$ cat src/rtl/wb_slave_interface_pkg.sv
// Shared address map, default decode mask and FSM state type for the DSP
// Wishbone slave.
package wb_slave_interface_pkg;

    localparam logic [31:0] WB_REGS0      = 32'h0000_0000;
    localparam logic [31:0] WB_RAM0       = 32'h1000_0000;
    localparam logic [31:0] WB_RAM1       = 32'h1000_4000;
    localparam logic [31:0] DEF_ADDR_MASK = 32'hFFFF_F000;

    typedef enum logic [1:0] {
        ST_IDLE = 2'd0,
        ST_BUSY = 2'd1,
        ST_RESP = 2'd2
    } wb_state_e;

endpackage

$ cat src/rtl/wb_slave_interface.sv
// Wishbone classic slave: decodes one address window, issues a single local
// request per bus cycle and terminates it with ack, err or a local timeout.
//
// state   | meaning
// IDLE    | waiting for cyc & stb
// BUSY    | local request issued, waiting for done / timeout / abort
// RESP    | one-cycle ack or err back to the master
module wb_slave_interface
    import wb_slave_interface_pkg::*;
#(
    parameter int             dw        = 32,
    parameter int             aw        = 32,
    parameter logic [aw-1:0]  BASE_ADDR = aw'(WB_RAM0),
    parameter logic [aw-1:0]  ADDR_MASK = aw'(DEF_ADDR_MASK),
    parameter int             TIMEOUT   = 16
) (
    input  logic          wb_clk,
    input  logic          wb_rst_n,
    input  logic [aw-1:0] wb_adr_i,
    input  logic [dw-1:0] wb_dat_i,
    input  logic [3:0]    wb_sel_i,
    input  logic          wb_we_i,
    input  logic          wb_cyc_i,
    input  logic          wb_stb_i,
    input  logic [2:0]    wb_cti_i,
    input  logic [1:0]    wb_bte_i,
    output logic [dw-1:0] wb_dat_o,
    output logic          wb_ack_o,
    output logic          wb_err_o,
    output logic          wb_rty_o,
    output logic          req_o,
    output logic [aw-1:0] addr_o,
    output logic          we_o,
    output logic [3:0]    sel_o,
    output logic [dw-1:0] wdata_o,
    input  logic [dw-1:0] rdata_i,
    input  logic          done_i,
    input  logic          err_i
);

    localparam logic [7:0] TO_LAST = 8'(TIMEOUT - 1);

    wb_state_e     state, state_nxt;
    logic          resp_err, resp_err_nxt;
    logic [7:0]    cnt;
    logic          accept, cnt_inc, rd_capture;
    logic          done_q, err_q;
    logic [dw-1:0] rdata_q;
    logic          addr_hit;
    logic          unused_bus_hints;

    assign unused_bus_hints = &{1'b0, wb_cti_i, wb_bte_i};

    assign addr_hit = (wb_adr_i & ADDR_MASK) == BASE_ADDR;

    always_comb begin
        state_nxt    = state;
        resp_err_nxt = resp_err;
        accept       = 1'b0;
        cnt_inc      = 1'b0;
        rd_capture   = 1'b0;
        case (state)
            ST_IDLE: begin
                if (wb_cyc_i && wb_stb_i) begin
                    if (addr_hit) begin
                        accept    = 1'b1;
                        state_nxt = ST_BUSY;
                    end else begin
                        state_nxt    = ST_RESP;
                        resp_err_nxt = 1'b1;
                    end
                end
            end
            ST_BUSY: begin
                if (!wb_cyc_i) begin
                    state_nxt = ST_IDLE;
                end else if (done_q) begin
                    state_nxt    = ST_RESP;
                    resp_err_nxt = err_q;
                    rd_capture   = !err_q && !we_o;
                end else if (cnt == TO_LAST) begin
                    state_nxt    = ST_RESP;
                    resp_err_nxt = 1'b1;
                end else begin
                    cnt_inc = 1'b1;
                end
            end
            ST_RESP: begin
                state_nxt    = ST_IDLE;
                resp_err_nxt = 1'b0;
            end
            default: begin
                state_nxt    = ST_IDLE;
                resp_err_nxt = 1'b0;
            end
        endcase
    end

    always_ff @(posedge wb_clk or negedge wb_rst_n) begin
        if (!wb_rst_n) begin
            state    <= ST_IDLE;
            resp_err <= 1'b0;
        end else begin
            state    <= state_nxt;
            resp_err <= resp_err_nxt;
        end
    end

    // Local response is registered once; only a done seen while the cycle is
    // still live in BUSY is kept, so late done pulses never leak into a new cycle.
    always_ff @(posedge wb_clk or negedge wb_rst_n) begin
        if (!wb_rst_n) begin
            done_q  <= 1'b0;
            err_q   <= 1'b0;
            rdata_q <= '0;
        end else begin
            done_q <= (state == ST_BUSY) && wb_cyc_i && !done_q && done_i;
            if ((state == ST_BUSY) && done_i) begin
                err_q   <= err_i;
                rdata_q <= rdata_i;
            end
        end
    end

    always_ff @(posedge wb_clk or negedge wb_rst_n) begin
        if (!wb_rst_n) begin
            req_o    <= 1'b0;
            addr_o   <= '0;
            we_o     <= 1'b0;
            sel_o    <= '0;
            wdata_o  <= '0;
            wb_dat_o <= '0;
            cnt      <= '0;
        end else begin
            req_o <= accept;
            if (accept) begin
                addr_o  <= wb_adr_i & ~ADDR_MASK;
                we_o    <= wb_we_i;
                sel_o   <= wb_sel_i;
                wdata_o <= wb_dat_i;
                cnt     <= '0;
            end else if (cnt_inc) begin
                cnt <= cnt + 8'd1;
            end
            if (rd_capture) begin
                wb_dat_o <= rdata_q;
            end
        end
    end

    assign wb_ack_o = (state == ST_RESP) && !resp_err;
    assign wb_err_o = (state == ST_RESP) && resp_err;
    assign wb_rty_o = 1'b0;

`ifdef SIM
    string state_name;
    always_comb state_name = state.name();
`endif

endmodule

$ cat config.mk
export PLATFORM = sky130hd
export DESIGN_NAME = wb_slave_interface
export DESIGN_NICKNAME = d
export VERILOG_FILES = /design/src/rtl/wb_slave_interface_pkg.sv /design/src/rtl/wb_slave_interface.sv
export SDC_FILE = /design/constraint.sdc
export NUM_CORES = 1
export LEC_CHECK = 0
export BUFFER_PORTS_ARGS = -buffer_cell sky130_fd_sc_hd__buf_2
export CORE_MARGIN = 2
export CORE_UTILIZATION = 48
export CTS_CLUSTER_SIZE = 12
export DETAILED_ROUTE_END_ITERATION = 16
export GPL_TIMING_DRIVEN = 0
export PLACE_DENSITY_LB_ADDON = 0.15
export SLEW_MARGIN = 5
export SYNTH_ARGS = -nofsm -noshare
export SYNTH_HDL_FRONTEND = slang
export SYNTH_SLANG_ARGS = --single-unit
$ cat constraint.sdc
create_clock -name wb_clk -period 2.2 [get_ports wb_clk]
set_input_delay 0.44 -clock wb_clk [delete_from_list [all_inputs] [get_ports wb_clk]]
set_output_delay 0.44 -clock wb_clk [all_outputs]
set_load 0.05 [all_outputs]
# Word level (Yosys, flattened, before mapping)
# Cells that the tools add are included.
# Widths: inputs -> output; s select.
# totals
regBits	127
output_inout_bits	105
wordCells	62
# classes
n_addsub	1
eq_ne	9
mux	24
n_reduce_logical	16
# ops
operator	count
$eq 20x17->1 const B	1
$mux 8	2
$mux 1	15
$mux 2	5
$add 8x1->8 const B	1
$eq 8x4->1 const B	1
$logic_and 1x1->1	8
$ne 2x2->1 const B	3
$logic_not 1->1	4
$ne 4x4->1 const B	1
$pmux 2 s2	1
$reduce_and 4->1	1
$ne 3x3->1 const B	1
$eq 2x1->1 const B	1
$eq 2x2->1 const B	1
$logic_not 2->1	1
$pmux 1 s2	1
$reduce_and 2->1	1
$reduce_bool 2->1	1

# Logic depth before layout (Yosys ltp)
# depth
depth_word	7
ltp_mapped	6
mapped_depth_nobuf	5

# Least setup slack after synthesis
# OpenSTA, ideal clock, no wires.
# synth_timing
kind	reg-to-output
startpoint	register state[0]
endpoint	output port wb_ack_o
t_arrival_ns	1.659
t_required_ns	1.760
path_slack_ns	0.101
stages_incl_launch_ff	3
n_path_buf	1
path_cell_list	dfrtp_1 clkbuf_2 nor3b_1
# synth_between
elab_chain_len	2
# synth_rtl
item	line_no	text
start, declared	wb_slave_interface.sv:43	wb_state_e state, state_nxt;
start signal, assigned	wb_slave_interface.sv:104	state <= state_nxt;
$eq 2x2->1	wb_slave_interface.sv:151	assign wb_ack_o = (state == ST_RESP) && !resp_err;
$logic_and 1x1->1	wb_slave_interface.sv:151	
end, declared	wb_slave_interface.sv:28	output logic wb_ack_o,
# Every way passes these cells.

# Final worst setup path
# Same ends and word-level chain as after synthesis.

==> metrics.csv <==
metric,value,unit
status,finished clean,
arrival,1.52,ns
die_w,108,um
finalPower,5.82,mW
grt-ovfl-total,0,
worst-path-buf-inv,2,
clkSinkCount,127,
skew,0.00894,ns
postSynthCellCount,339,
dr.pass1.iters,4,
routedWlPerCell,14.6,um
design_area,7080,sq um
yosysUniqueCellTypes,39,
synth_largest_area_cell,dfrtp_1,
synth_ff_type,dfrtp_1,
hpwlAfterDp,7770,um
slowest_stage,dfrtp_1,
grt_use_total,19.3,%
peakVddDrop,611,uV
ys_ff_latch,127,
synthArstFlopShare,100,%
relSlewSlack,60.4,%
cts_setup_buffers,0,
io_buffers,190,
rsz0062_at_grt,no,
crit_family,buffers and inverters,
synth_top_area_share,61.6,%
tightestPinTransition,0.594,ns
cts_buffers,17,
yosysSeqAreaShare,61.6,%
synth_edf_count,0,
h-tree-depth,4,
yosys_warnings,0,
io_pins,217,
dpl_cell_area,6390,sq um
cp-end-kind,primary output,
finalCritPeriodShare,89.1,%
nets,683,
max_freq,510,MHz
cp-start-kind,register,
avgViaCountPerCell,4.80,
slowest_delay,0.35,ns
worst_ep_required_time,1.76,ns
synth_area,5160,sq um
hold_viol_final,0,
finalSetupViolations,0,
final_core_util,68.3,%
root_buffer,clkbuf_8,
drive_gt1_share,63.5,%
p_clk_share,55.0,%
synthAdderAreaFrac,0.243,%
routed_wirelength,10500,um
drt_iter0_drc,86,
yosysMostFrequentCell,dfrtp_1,
hold_path_class,input pin to register,
synth_mux_area_share,25.8,%
die_area,11600,sq um
cap_viol_max_count,0,
fin_crit,1.96,ns
insertion_delay,0.52,ns
grt_pass1_vias,3513,
start_util,49.7,%
num_rows,37,
grt_first_pass_wirelength,16800,um
seqPwrFrac,40.3,%
swShare,19.4,%
ant_nets,0,
synth_compound_area_share,1.02,%
internal_power,4.69,mW
syn_area_per_cell,15.2,sq um
synth_top_family_by_area,multiplexers,
antenna_cells,0,
worst_hold_slack,0.137,ns
die_h,108,um
antenna_found_initial,0,
switching_power,1.13,mW
cp_max_fo,9,
core,10400,sq um
synth.top_cells.by_count,"dfrtp_1, mux2_2, buf_4",
combPwrFrac,4.7,%
synth-xor-area-share,0.849,%
cts_tree,yes,
power_density,821,nW/um^2
synth_area_leaders,"dfrtp_1, mux2_2, buf_4, mux2_4, xor2_1",
slew_viol_final,0,
crit_chain,clkbuf_2 > nor3b_1 > buf_2,
route.detailed.drc,0,
p_leak,4.09,nW
num_vias,3450,
grt_start_max_net_pins,66,
clk_path_buf_depth,2,
area_growth,37.3,%
fin_ws,0.240,ns
fillers,766,
gp_congestion,0.818,
yosys.area_share.simple,5.26,%
dp_slack,0.0229,ns
clk_pin_slew_worst_paths,0.06,ns
worstSetupPathType,register to primary output,
==> per-stage QoR <==
stage          setup TNS [ns]  cells
6_report                    0    719
3_5_place_dp                0    686
2_1_floorplan               0    359
5_1_grt                     0    719
3_3_place_gp          -108.70    685
4_1_cts                     0    719
==> cell usage in the layout, fill, tap and decap left out, drive strengths merged, types with 4 or more instances in the layout <==
cell type    n
clkinv       4
xor2         5
nand3        6
clkbuf      23
nor3         4
conb        21
mux2       114
nor4         4
bufinv       7
buf        224
nand2        5
nor2         7
dfrtp      127
==> final timing paths <==
path                             start  slack (ns)  depth (start not counted)     endpoint
max reg2reg                   state[1]        0.35                          6  wdata_o[24]
max                           state[0]        0.24                          3     wb_ack_o
min                        wb_sel_i[2]        0.14                          2     sel_o[2]
min in group asynchronous     wb_rst_n        0.48                          2   wdata_o[5]
min reg2reg                   sel_o[2]        0.48                          1     sel_o[2]
max in group asynchronous     wb_rst_n        1.02                          3   rdata_q[2]
==> cell type report <==
cell class	count	area [sq um]	area share, %
Multi-Input combinational cell	195	1790	25.3
Inverter	2	7.51	0.106
Clock inverter	11	234	3.30
Buffer	35	256	3.62
Sequential cell	127	3180	44.9
Clock buffer	21	449	6.34
Tap cell	136	170	2.40
Timing Repair Buffer	192	995	14.0
==> power groups by stage <==
stage / registers, mW / clock network, mW / logic [mW]
after global placement: 2.39 / 0 / 0.263
after detailed placement: 2.39 / 0 / 0.275
after global routing: 2.34 / 3.39 / 0.301
after CTS: 2.34 / 3.27 / 0.277
after floorplan: 2.39 / 0 / 0.127
final: 2.35 / 3.20 / 0.273
==> sequential cells by signal (all words and copies together) (netlist names) <==
name,cells
sel_o,4
resp_err,1
we_o,1
rdata_q,32
state,2
err_q,1
wb_dat_o,32
done_q,1
addr_o,12
req_o,1
wdata_o,32
cnt,8
==> routing by layer <==
layer  vias up  GRT usage (%)  routed length, um
li1       1618              -                  -
met1      1689           21.8               4140
met2       126           32.2               5340
met3        17           7.38                820
met4         0           8.88                199
met5         -              0                  0
==> cell families after synthesis <==
kind of cell               Yosys count
AOI/OAI and AO/OA                    8
and+or+nand+nor                     45
other                                1
xor gates and xnor gates             5
muxes                              115
buffers and inverters               37
DFF                                127
adders and majority gates            1
==> what timing repair did <==
item,4_1_cts,5_1_grt
gates resized for setup,0,0
endpoints found under the setup margin,0,0
hold buffers,1,0
hold endpoints to repair,64,0
(Power assumes the default switching activity.)
